## src/rtl/imem_pkg.sv

```systemverilog
// imem_pkg: definitions shared by the instruction-RAM arbiter and its testbench.
//   IMEM_W       - data / byte-address width of the requester ports
//   IMEM_AW      - RAM word-address width
//   IMEM_MAXWAIT - default starvation bound for the loader
//   rd_own_t     - which requester owns the read data returning next cycle
//   word_idx()   - byte address to RAM word index (wraps modulo 2^IMEM_AW words)
package imem_pkg;

   localparam int unsigned IMEM_W       = 32;
   localparam int unsigned IMEM_AW      = 5;
   localparam int unsigned IMEM_MAXWAIT = 4;

   typedef enum logic [1:0] {
      OWN_NONE  = 2'd0,
      OWN_FETCH = 2'd1,
      OWN_LOAD  = 2'd2
   } rd_own_t;

   // Byte offset bits and everything above the RAM depth are dropped,
   // so large addresses alias back onto the 2^IMEM_AW words.
   function automatic logic [IMEM_AW-1:0] word_idx(input logic [IMEM_W-1:0] addr);
      return addr[IMEM_AW+1:2];
   endfunction

endpackage

```

## src/rtl/imem_wait_ctr.sv

```systemverilog
// imem_wait_ctr: 4-bit saturating starvation counter.
//   clk   - clock
//   reset - asynchronous active-high reset, clears the count
//   inc   - loader requested and was denied this cycle
//   clr   - loader was granted or is not requesting (wins over inc)
//   cnt   - current count, saturates at 15
module imem_wait_ctr (
   input  logic       clk,
   input  logic       reset,
   input  logic       inc,
   input  logic       clr,
   output logic [3:0] cnt
);

   logic [3:0] cnt_q;
   logic [3:0] cnt_d;

   always_comb begin
      cnt_d = cnt_q;
      if (clr) begin
         cnt_d = 4'd0;
      end else if (inc && (cnt_q != 4'hF)) begin
         cnt_d = cnt_q + 4'd1;
      end
   end

   always_ff @(posedge clk or posedge reset) begin
      if (reset) begin
         cnt_q <= 4'd0;
      end else begin
         cnt_q <= cnt_d;
      end
   end

   assign cnt = cnt_q;

endmodule

```

## src/rtl/imem_arb.sv

```systemverilog
// imem_arb: shares a single-port, synchronous-read instruction RAM between the
// fetch stage (fixed priority) and the program-load/debug port.
//   clk, reset                       - clock, asynchronous active-high reset
//   load_mode                        - 1: loader owns the RAM, fetch never granted
//   f_req/f_addr -> f_gnt            - fetch read request, same-cycle grant
//   f_rvalid/f_rdata                 - fetch read data, one cycle after grant
//   l_req/l_we/l_addr/l_wdata -> l_gnt - loader read/write request, same-cycle grant
//   l_rvalid/l_rdata                 - loader read data, one cycle after read grant
//   m_addr/m_we/m_wdata, m_rdata     - RAM port (read data valid one cycle later)
module imem_arb
   import imem_pkg::*;
#(
   parameter int unsigned n       = IMEM_W,
   parameter int unsigned AW      = IMEM_AW,
   parameter int unsigned MAXWAIT = IMEM_MAXWAIT
) (
   input  logic          clk,
   input  logic          reset,
   input  logic          load_mode,
   input  logic          f_req,
   input  logic [n-1:0]  f_addr,
   output logic          f_gnt,
   output logic          f_rvalid,
   output logic [n-1:0]  f_rdata,
   input  logic          l_req,
   input  logic          l_we,
   input  logic [n-1:0]  l_addr,
   input  logic [n-1:0]  l_wdata,
   output logic          l_gnt,
   output logic          l_rvalid,
   output logic [n-1:0]  l_rdata,
   output logic [AW-1:0] m_addr,
   output logic          m_we,
   output logic [n-1:0]  m_wdata,
   input  logic [n-1:0]  m_rdata
);

   localparam logic [3:0] MAXW = 4'(MAXWAIT);

   logic       l_win;
   logic [3:0] wait_cnt;
   rd_own_t    rd_own_q;
   rd_own_t    rd_own_d;

   // Loader takes the RAM when it owns it outright, when fetch is idle, or
   // when it has been starved long enough. Grants are gated off during reset
   // so nothing reaches the RAM while the block is being reset.
   assign l_win = l_req && (load_mode || !f_req || (wait_cnt >= MAXW));
   assign l_gnt = l_win && !reset;
   assign f_gnt = f_req && !load_mode && !l_win && !reset;

   // Idle cycles still present the fetch index so the RAM address is stable.
   assign m_addr  = l_gnt ? word_idx(l_addr) : word_idx(f_addr);
   assign m_we    = l_gnt && l_we;
   assign m_wdata = l_gnt ? l_wdata : '0;

   imem_wait_ctr u_wait_ctr (
      .clk   (clk),
      .reset (reset),
      .inc   (l_req && !l_gnt),
      .clr   (l_gnt || !l_req),
      .cnt   (wait_cnt)
   );

   // Remember who issued this cycle's read so the returning data is steered.
   always_comb begin
      rd_own_d = OWN_NONE;
      if (f_gnt) begin
         rd_own_d = OWN_FETCH;
      end else if (l_gnt && !l_we) begin
         rd_own_d = OWN_LOAD;
      end
   end

   always_ff @(posedge clk or posedge reset) begin
      if (reset) begin
         rd_own_q <= OWN_NONE;
      end else begin
         rd_own_q <= rd_own_d;
      end
   end

   assign f_rvalid = (rd_own_q == OWN_FETCH) && !reset;
   assign l_rvalid = (rd_own_q == OWN_LOAD) && !reset;
   assign f_rdata  = f_rvalid ? m_rdata : '0;
   assign l_rdata  = l_rvalid ? m_rdata : '0;

endmodule

```

## config.mk

```make
export PLATFORM = sky130hd
export DESIGN_NAME = imem_arb
export DESIGN_NICKNAME = d
export VERILOG_FILES = /design/src/rtl/imem_pkg.sv /design/src/rtl/imem_wait_ctr.sv /design/src/rtl/imem_arb.sv
export SDC_FILE = /design/constraint.sdc
export NUM_CORES = 1
export LEC_CHECK = 0
export ABC_CLOCK_PERIOD_IN_PS = 2050
export BUFFER_PORTS_ARGS = -buffer_cell sky130_fd_sc_hd__buf_2
export CAP_MARGIN = 20
export CORE_AREA = 2 2 92 94
export CTS_CLUSTER_SIZE = 10
export DETAILED_ROUTE_END_ITERATION = 16
export DIE_AREA = 0 0 94 96
export MAX_ROUTING_LAYER = met4
export PLACE_DENSITY = 0.56
export SYNTH_ARGS = -nofsm -noshare
export SYNTH_HDL_FRONTEND = slang
export SYNTH_HIERARCHICAL = 1
export SYNTH_SLANG_ARGS = --single-unit
```

## constraint.sdc

```tcl
create_clock -name clk -period 2.05 [get_ports clk]
set_input_delay 0.41 -clock clk [delete_from_list [all_inputs] [get_ports clk]]
set_output_delay 0.41 -clock clk [all_outputs]
set_load 0.02 [all_outputs]
```

# == Yosys cells after proc, flatten, opt, wreduce, memory -nomap -nowiden ==
# Cells that the tools add are included.
# word_totals
word_cells,37
inputBits,134
ff_bits,6
out_inout_bits,106
# op_classes
order_cmp,1
eq_ne,3
muxes,8
reduce_logical,22
addsub,1
# op_table
operator,count
2-to-1 mux 32 bit,3
logical AND 1 bit,11
2-to-1 mux 4 bit,2
logical NOT 1 bit,7
2-to-1 mux 5 bit,1
"adder 4 x 1 -> 4 bit, second input constant",1
">= comparator 4 x 3 -> 1 bit, second input constant",1
2-to-1 mux 2 bit,2
"!= test 4 bit, second input constant",1
logical OR 1 bit,3
"equality test 2 x 1 -> 1 bit, second input constant",1
"equality test 2 bit, second input constant",1
nonzero test 2 bit,1

# == Longest topological paths before layout ==
# Gate-level depths: netlist (run 1).
# depth
depth_word,10
ltp_mapped,6
ltp_nobuf,6

# == Cells and area by module ==
# Netlist (run 1), hierarchy kept.
# modules_own_cells
module,seq_area_each_um2,instances,cells_each,area_per_inst_um2
imem_arb,50.0,1,124,875.8
imem_wait_ctr,100.1,1,21,230.2

# == Worst setup path before layout (run 1) ==
# Ideal clock, no wire load.
# synth_path
path_type,register -> output
start,"register u_wait_ctr.cnt_q[2], in the netlist u_wait_ctr/cnt[2]"
end,output f_gnt
arrival_ps,1380
stages_incl_launch_ff,3
t_required_ps,1640
slack_ps,260
path_buffers,0
cell_sequence,dfrtp_1 -> o21ai_0 -> nor4bb_1
# synth_between
elab_chain_len,6
# synth_lines
element,line_no,source
"start, declared",imem_wait_ctr.sv:15,logic [3:0] cnt_q;
"start signal, assigned",imem_wait_ctr.sv:31,cnt_q <= cnt_d;
>= comparator 4 x 3 -> 1 bit,imem_arb.sv:48,assign l_win = l_req && (load_mode || !f_req || (wait_cnt >= MAXW));
logical OR 1 bit,imem_arb.sv:48,
logical AND 1 bit,imem_arb.sv:48,
logical NOT 1 bit,imem_arb.sv:50,assign f_gnt = f_req && !load_mode && !l_win && !reset;
logical AND 1 bit (2 in series),imem_arb.sv:50,
"end, declared",imem_arb.sv:22,"output logic f_gnt,"
# Every way passes these cells.

# == Final worst setup path (run 1) ==
# layout_path
start,"register u_wait_ctr.cnt_q[3], in the netlist u_wait_ctr/cnt[3]"
end,output m_addr[3]
# layout_between
elab_chain_len,5
# layout_lines
element,line_no,source
>= comparator 4 x 3 -> 1 bit,imem_arb.sv:48,
logical OR 1 bit,imem_arb.sv:48,
logical AND 1 bit,imem_arb.sv:48,
logical AND 1 bit,imem_arb.sv:49,assign l_gnt = l_win && !reset;
2-to-1 mux 5 bit,imem_arb.sv:53,assign m_addr = l_gnt ? word_idx(l_addr) : word_idx(f_addr);
"end, declared",imem_arb.sv:32,"output logic [AW-1:0] m_addr,"
# Every way passes these cells.

==> metrics.txt, run 1 <==
Vias/cell roughly 3.8; Worst Tran Pin Value 523.9 ps; Starting Density 13.74%; Crit Path Max Fanout 20; worst hold path class in -> async; Peak Freq 0.4780 GHz; final setup vio count 23; outcome finished, violations left; clk_lat worst skew about 220 ps; Max Cap Viol 0; CTS hold repair buffers 0; minimum clock period 2092 ps; IO Pins 240; die extent in x 94 um; Placed Cells 429; clk_skew 1.484 ps; DP HPWL 4162 um; H-Tree Depth 1; final std cells w/o fill approximately 430; core area 0.008051 mm2; sequential-to-total area share from yosys stat 13.57%; area delta synth->final 108.9%; cell area power density 267.4 mW/mm2; CTS Buf Count 3; leakage power about 1.5 nW; GRT Residual Overflow 0; Netlist cell types 22; first-pass GRT wire length ~6200 um; endpoints failing hold 0; Setup WS post-layout -42.13 ps; vias in the first global route about 1,400; gpl congestion 0.8363; Slew Viols, Final 0; Synthesized Nets 280; die area roughly 0.0090 mm2; Antenna Cells 0; Max VDD drop about 0.16 mV; CP required 1640 ps; initial antenna violation count 0; area share of the largest cell type after synthesis 54.86%; total power 617.9 uW; worst endpoint data arrival time between 1500 and 2000 ps; Overall Global Routing Usage a little under a tenth; Die H 96 um; kind of critical path reg -> out; Worst-path clk slew 40 ps; WL final 4751 um; Longest Clk Path Bufs 2; DRC viols 0; Post-Synthesis Cells between 100 and 150; initial drt markers 15; Hold WS 116.5 ps; Rows 33; clk root buf clkbuf_8; pre-CTS WS 35.05 ps; Warnings, synthesis 6; Sink Count 6; leading area contributor after synthesis and2_1; DR WL/cell 10.95 um; Final Cycle Share 102.1%; mapped cell area roughly 0.0011 mm2; ANT nets after route 0; CTS tree built; port bufs 185; Post-Route Utilization 28.70%; crit end category primary output; vias 1,657; Pre-antenna DRT Iters 4; startpoint class of the critical path flip-flop; pin count of the biggest net entering global routing 34; Syn Area/Cell 7.628 um2; RSZ-0062 raised after global routing true; Seq cells post-synth 6; share of cells above drive strength 1 between 60 and 70%; top post-synthesis cells by area and2_1 55%, dfrtp_1 14%, mux2_4 8.1%, nor3b_2 3.4%, nor4b_4 2.1%; failing checks setup timing; Worst slew margin 64.60%; Nets 466
==> report_power, final <==
| group | internal [mW] | switching, mW | total [mW] |
|---|---|---|---|
| combinational | 0.159 | 0.157 | 0.316 |
| clock | 0.126 | 0.0511 | 0.177 |
| sequential | 0.122 | 0.00250 | 0.125 |
==> critical path, stage by stage, from the launching register on <==
cell,delay [ps]
dfrtp_2,430
nor4b_4,340
nor3b_4,90
buf_12,160
mux2_4,300
buf_6,130
==> worst paths after layout <==
check                                   from                end  slack [ps]  cells past startpoint
max                        u_wait_ctr/cnt[3]          m_addr[3]         -40                      5
min                                    reset        rd_own_q[0]         120                      2
max reg2reg                u_wait_ctr/cnt[3]  u_wait_ctr/cnt[0]         330                      6
min reg2reg                u_wait_ctr/cnt[1]  u_wait_ctr/cnt[1]         620                      2
max in group asynchronous              reset  u_wait_ctr/cnt[3]        1740                      2
min in group clk                        l_we        rd_own_q[1]         370                      2
==> cells by family after synthesis <==
logic type / count (synthesis) / share of synthesized area [%]
AND/OR/NAND/NOR: 111 / 66.18
multiplexers: 7 / 9.050
flip-flops: 6 / 13.57
adder cells (fa/ha/maj): 1 / 1.131
AO/OA/AOI/OAI: 5 / 3.959
buffers and inverters: 15 / 6.108
==> state kept, by name, indices dropped and copies added, names as in the netlist <==
register	count
u_wait_ctr/cnt	4
rd_own_q	2
==> cells in the mapped netlist, drive strengths merged <==
| library cell | n |
|---|---|
| a211oi | 1 |
| a21oi | 1 |
| a31oi | 1 |
| and2 | 97 |
| and4 | 1 |
| buf | 4 |
| clkbuf | 6 |
| dfrtp | 6 |
| ha | 1 |
| inv | 5 |
| mux2 | 6 |
| mux2i | 1 |
| nand2b | 2 |
| nand4 | 1 |
| nor2 | 1 |
| nor2b | 2 |
| nor3 | 2 |
| nor3b | 3 |
| nor4b | 1 |
| nor4bb | 1 |
| o21ai | 2 |
==> repair_timing <==
item,CTS,global route
resized for setup,2,13
setup endpoints to repair,7,29
gates cloned,1,0
pin swaps,1,1
setup buffers,1,0
==> area by class of cell <==
type	instances	area (um2)
Clock buffer	3	41.29
Fill cell	889	5741
Inverter	5	18.77
Multi-Input combinational cell	124	894.6
Sequential cell	6	152.6
Tap cell	105	131.4
Timing Repair Buffer	191	1072
==> metrics by stage <==
stage / setup TNS (ps) / area (um2)
after global placement: 0 / 2188
after global routing: -2076 / 2311
final: -756.7 / 2311
after CTS: -1405 / 2272
after floorplan: 0 / 1106
after detailed placement: 0 / 2188
==> cells in the final DEF (no fill, tap or decap), types with 2 or more instances in the layout <==
cell type	count
buf_2	177
and2_1	97
mux2_4	6
inv_1	5
buf_6	5
buf_4	5
dfrtp_1	4
clkbuf_8	3
buf_12	3
nor3b_2	2
o21ai_0	2
nor2b_1	2
nor3_1	2
nand2b_1	2
dfrtp_2	2
==> per-layer routing <==
layer / GRT usage, % / up-vias / share of wire, %
met5: - / - / 0
met1: 8.612 / 696 / 33
li1: - / 820 / -
met3: 1.096 / 0 / 14
met2: 19.17 / 141 / 54
met4: 1.812 / 0 / 0
Note: power is estimated with default switching activity, not from simulation.
==> run 2: changes to the inputs <==
--- a/config.mk
+++ b/config.mk
@@ -8,13 +8,12 @@
 export ABC_CLOCK_PERIOD_IN_PS = 2050
 export BUFFER_PORTS_ARGS = -buffer_cell sky130_fd_sc_hd__buf_2
 export CAP_MARGIN = 20
-export CORE_AREA = 2 2 92 94
+export CORE_AREA = 2 2 94 96
 export CTS_CLUSTER_SIZE = 10
 export DETAILED_ROUTE_END_ITERATION = 16
-export DIE_AREA = 0 0 94 96
+export DIE_AREA = 0 0 96 98
 export MAX_ROUTING_LAYER = met4
-export PLACE_DENSITY = 0.56
+export PLACE_DENSITY = 0.53
 export SYNTH_ARGS = -nofsm -noshare
 export SYNTH_HDL_FRONTEND = slang
-export SYNTH_HIERARCHICAL = 1
 export SYNTH_SLANG_ARGS = --single-unit
==> metrics.txt, run 2 <==
outcome finished, violations left; failing checks setup timing; RSZ-0062 raised after global routing true; Post-synth EDFFs 0; DRC viols 0; Post-Synthesis Cells around 140; WL final around 4600 um; worst endpoint data arrival time approximately 1700 ps; Crit path buffers/inverters 3; Synthesized Nets 276; crit path from u_wait_ctr.cnt[2]; worst r2r src u_wait_ctr.cnt[2]; most used cell, CP buf_12; initial drt markers 6; minimum clock period 2098 ps; CTS Buf Count 3; critical path depth 6; sequential-to-total area share from yosys stat 14.51%; worst hold path class in -> async; Worst slew margin a little under three quarters; final std cells w/o fill 435; Rows 34; die extent in x around 96 um; clk root buf clkbuf_8; Antenna Cells 0; Placed Cells 431; pre-CTS WS -127.7 ps; most frequent cells in the layout 177 x buf_2, 95 x and2_1, 8 x buf_6, 6 x dfrtp_1, 5 x mux2_4; total power 614.1 uW; Longest Clk Path Bufs 2; initial antenna violation count 0; Nets around 460; first-pass GRT wire length 6299 um; commonest non-fill, non-tap cell in the layout buf_2; kind of critical path reg -> out; CP delay by family, top simple AND/OR/NAND/NOR gates; share of cells above drive strength 1 63.30%; die area between 0.009 and 0.01 mm2; Setup WS post-layout -48.10 ps; largest family of logic cells by synthesized area simple AND/OR/NAND/NOR gates; Sink Count 6; area share of the largest cell type after synthesis roughly 59%; Warnings, synthesis 0; clk_lat worst skew 230 ps; Synth async-reset ratio 100.0%; area delta synth->final 120.4%; CTS tree built; pin count of the biggest net entering global routing 34; ANT nets after route 0; mapped cell area ~0.0010 mm2; r2r setup slk around 760 ps; H-Tree Depth 1; vias 1,623; vias in the first global route between 1,000 and 1,500; Max Cap Viol 0; IO Pins 240; post-synthesis adder-cell area fraction 1.209%; Die H 98 um; clk_skew 1.940 ps; # fillers 927; critical path's largest stage delay 400 ps; startpoint class of the critical path flip-flop; Slew Viols, Final 0; Worst R2R Path Depth 3; crit end category primary output; post-synthesis mux area share under 10%; Pre-antenna DRT Iters 4; Most used DFF post-synth dfrtp_1; reg2reg end u_wait_ctr.cnt[2]; cell area power density 269.3 mW/mm2; xor and xnor area share after synthesis 0.8464%; CP required 1640 ps; most frequent cell after synthesis and2_1; Vias/cell 3.731; Crit Path Max Fanout 33; Worst-path clk slew about 40 ps; Final Cycle Share 102.3%; port bufs 185; GRT Residual Overflow 0; Peak Freq 0.4766 GHz; DR WL/cell roughly 10 um; Starting Density between 10% and 20%; core area 0.008466 mm2; Worst Setup EP m_wdata[29]; list of most frequent post-synthesis cells 97 x and2_1, 8 x clkbuf_1, 6 x dfrtp_1, 5 x mux2_4, 4 x nor2_1; Seq cells post-synth 6; gpl congestion 0.7735; Syn Area/Cell 7.339 um2; Largest register FFs 4; Worst Tran Pin Value 420.0 ps; Overall Global Routing Usage ~9.0%; Worst path slowest cell dfrtp_1; final setup vio count 36; critical-path cell list nor4b_4, nor3b_4, buf_12, buf_12, and2_1, buf_2; Max VDD drop ~0.27 mV; Synth Area in Simple Gates 68.80%; Compound-Gate Fraction of Synth Area 1.572%; endpoints failing hold 0; leading area contributor after synthesis and2_1; Netlist cell types 21; leakage power 1.441 nW; top post-synthesis cells by area and2_1 59%, dfrtp_1 15%, mux2_4 7.3%, clkbuf_1 2.9%, nor3b_1 2.2%
run 2: changes by cell type after synthesis, sizes merged, moves of 2 or more:
| cell | before | now |
|---|---|---|
| nor2 | 1 | 4 |
| nand2b | 2 | 0 |
| buf | 4 | 2 |
| nand3 | 0 | 2 |
| clkbuf | 6 | 8 |
| inv | 5 | 1 |
run 2: layer usage:
| layer | wire length (um) | part of all wire (%) | global-route usage [%] | vias to the layer above |
|---|---|---|---|---|
| met1 | 1461 | 32 | 7.818 | 663 |
| met2 | 2377 | 52 | 18.38 | 143 |
| met4 | 38 | 0.83 | 2.308 | 0 |
| met3 | 682 | 15 | 2.238 | 5 |
| li1 | - | - | - | 812 |
| met5 | 0 | 0 | - | - |
run 2: area by class of cell:
| cell class | instances | area (um2) | share of cell area [%] |
|---|---|---|---|
| multi-input combinational | 124 | 864.6 | 37.90 |
| clock buffer | 3 | 41.29 | 1.810 |
| tap | 108 | 135.1 | 5.924 |
| sequential | 6 | 150.1 | 6.583 |
| inverter | 1 | 3.754 | 0.1646 |
| timing repair buffer | 193 | 1086 | 47.61 |
run 2: worst min path at each step:
| stage | from | slack (ps) | depth (start not counted) | endpoint |
|---|---|---|---|---|
| 2_1_floorplan | reset | 210 | 1 | rd_own_q[0] |
| 3_3_place_gp | u_wait_ctr.cnt[1] | 560 | 2 | u_wait_ctr.cnt[1] |
| 3_5_place_dp | reset | 570 | 4 | rd_own_q[0] |
| 4_1_cts | reset | 330 | 4 | rd_own_q[0] |
| 5_1_grt | reset | 350 | 4 | u_wait_ctr.cnt[2] |
| 6_report | reset | 330 | 4 | rd_own_q[0] |
run 2: cells by family after synthesis:
group / count (synthesis)
fa+ha+maj: 1
simple gates: 113
mux: 6
xor+xnor: 1
flops: 6
compound gates: 3
buf+inv: 11
run 2: stage by stage:
step | util [%] | TNS (ps) | hold WS, ps | area [um2]
2_1_floorplan | - | 0 | 206.4 | 1035
3_3_place_gp | 25.47 | -3693 | 561.8 | 2156
3_5_place_dp | 25.47 | -3583 | 574.3 | 2156
4_1_cts | 26.59 | -426.8 | 333.7 | 2251
5_1_grt | 26.94 | -4605 | 347.5 | 2281
6_report | 26.94 | -1188 | 333.2 | 2281
run 2: timing repair:
item | CTS | global route
buffers inserted | 1 | 2
pin swaps | 2 | 3
resized for setup | 9 | 10
endpoints found under the setup margin | 37 | 37
hold buffers | 0 | 0
run 2: power by group:
group | leakage (nW) | switching (mW) | internal [mW]
Clock | 0.0216 | 0.0518 | 0.126
Sequential | 0.0815 | 0.00392 | 0.124
Combinational | 1.34 | 0.154 | 0.154
run 2: worst min-delay path, cell delays in order:
cell   delay (ps)
buf_2         120
buf_4         150
inv_1          60
buf_4         150
==> run 3: changes to the inputs <==
--- a/config.mk
+++ b/config.mk
@@ -5,7 +5,7 @@
 export SDC_FILE = /design/constraint.sdc
 export NUM_CORES = 1
 export LEC_CHECK = 0
-export ABC_CLOCK_PERIOD_IN_PS = 2050
+export ABC_CLOCK_PERIOD_IN_PS = 2100
 export BUFFER_PORTS_ARGS = -buffer_cell sky130_fd_sc_hd__buf_2
 export CAP_MARGIN = 20
 export CORE_AREA = 2 2 94 96
==> constraint.sdc (replaced) <==
create_clock -name clk -period 2.1 [get_ports clk]
set_input_delay 0.42 -clock clk [delete_from_list [all_inputs] [get_ports clk]]
set_output_delay 0.42 -clock clk [all_outputs]
set_load 0.02 [all_outputs]
==> metrics.txt, run 3 (synthesis gave the netlist of run 2 again) <==
gpl congestion roughly 0.77; minimum clock period 2070 ps; vias in the first global route 1,443; WL final 4594 um; IO Pins 240; cell area power density between 200 and 300 mW/mm2; total power 596.1 uW; area delta synth->final 119.6%; switching part of the total power 33.87%; Peak Freq 0.4831 GHz; die area ~0.0094 mm2; startpoint class of the critical path flip-flop; most used cell, CP buf_6; H-Tree Depth 1; Worst slew margin 66.96%; CTS hold repair buffers 0; port bufs 185; Pre-antenna DRT Iters 3; Max VDD drop approximately 0.22 mV; worst endpoint data arrival time about 1700 ps; critical-path cell list nor4b_4, nor3b_4, buf_6, mux2_4, buf_6; clk_skew 2.187 ps; Overall Global Routing Usage 8.981%; ANT nets after route 0; share of cells above drive strength 1 63.41%; pin count of the biggest net entering global routing 35; RSZ-0062 raised after global routing true; clk_lat worst skew between 200 and 250 ps; core area 0.008466 mm2; P_int 394.2 uW; Rows 34; Hold WS between 300 and 400 ps; CTS Buf Count 3; Vias/cell 3.771; clk root buf clkbuf_8; Placed Area about 0.0021 mm2; Die H 98 um; sequential share of power 20.9%; Largest register FFs 4; power share of the combinational group 50.7%; Slew Viols, Final 0; final instance area 0.002272 mm2; Final Cycle Share 98.57%; vias 1,644; final setup vio count 0; DP HPWL 4139 um; Max Cap Viol 0; crit end category primary output; Longest Clk Path Bufs 2; clock group share of total power 28.4%; initial drt markers 13; Worst-path clk slew 40 ps; Crit Path Max Fanout 6; Worst Tran Pin Value 490.4 ps; endpoints failing hold 0; final std cells w/o fill 436; CP required 1680 ps; Placed Cells 430; leakage power around 1.4 nW; CTS tree built; Sink Count 6; Antenna Cells 0; die extent in x 96 um; Post-Route Utilization a little over a quarter; initial antenna violation count 0; commonest non-fill, non-tap cell in the layout buf_2; GRT Residual Overflow 0; worst hold path class in -> async; most frequent cells in the layout 176 x buf_2, 96 x and2_1, 10 x buf_6, 6 x buf_4; outcome finished clean; Worst path slowest cell dfrtp_1; critical path's largest stage delay slightly below 400 ps; first-pass GRT wire length 6396 um; kind of critical path reg -> out; DR WL/cell between 10 and 15 um; Nets 465; DRC viols 0; Sw Pwr 201.9 uW; Starting Density 12.22%
run 3: cell count changes in the layout (fill, tap and decap cells not counted), sizes merged:
| cell | before | now |
|---|---|---|
| buf | 193 | 194 |
run 3: layout make-up:
class,count,area [um2]
fillers,924,6193
repair buffers,194,1079
multi-input cells,124,862.1
flip-flops and latches,6,151.4
well taps,108,135.1
clock buffers,3,41.29
inverters,1,3.754
run 3: timing repair:
action	in CTS	in global routing
endpoints found under the setup margin	39	36
pin swaps	2	2
setup buffers	2	2
gates resized for setup	22	0
cloned	0	0
run 3: power groups by stage:
stage,Combinational (mW),Clock (mW),Sequential [mW]
finish,0.302,0.170,0.124
global route,0.330,0.195,0.125
CTS,0.306,0.177,0.124
detailed placement,0.289,0,0.126
global placement,0.285,0,0.125
floorplan,0.142,0,0.125
run 3: routing by layer:
metal	part of all wire [%]	GRT usage, %
met4	0.17	1.648
met2	53	18.59
met5	0	-
met1	31	7.635
met3	16	2.469
run 3: per-stage QoR:
step / setup TNS, ps / setup slack, ps
after floorplan: 0 / 243.1
after global placement: -2954 / -108.1
after detailed placement: -2917 / -113.9
after CTS: -75.91 / -16.32
after global routing: -151.6 / -33.81
final: 0 / 30.13
run 3: critical path, delay by kind of cell, from the launching register on:
| kind | cells | cell delay, ps |
|---|---|---|
| simple gates | 2 | 450 |
| flops | 1 | 390 |
| mux | 1 | 300 |
| buf+inv | 2 | 280 |
run 3: path summary, 6_finish.rpt:
path / end / cells past startpoint / slack, ps / start
setup / recovery: m_addr[0] / 5 / 30 / u_wait_ctr.cnt[2]
hold / removal: rd_own_q[1] / 4 / 350 / reset
setup reg to reg: u_wait_ctr.cnt[3] / 4 / 670 / u_wait_ctr.cnt[2]
hold reg to reg: u_wait_ctr.cnt[1] / 2 / 580 / u_wait_ctr.cnt[1]
max in group asynchronous: u_wait_ctr.cnt[3] / 4 / 1620 / reset
min in group clk: rd_own_q[1] / 2 / 380 / l_we
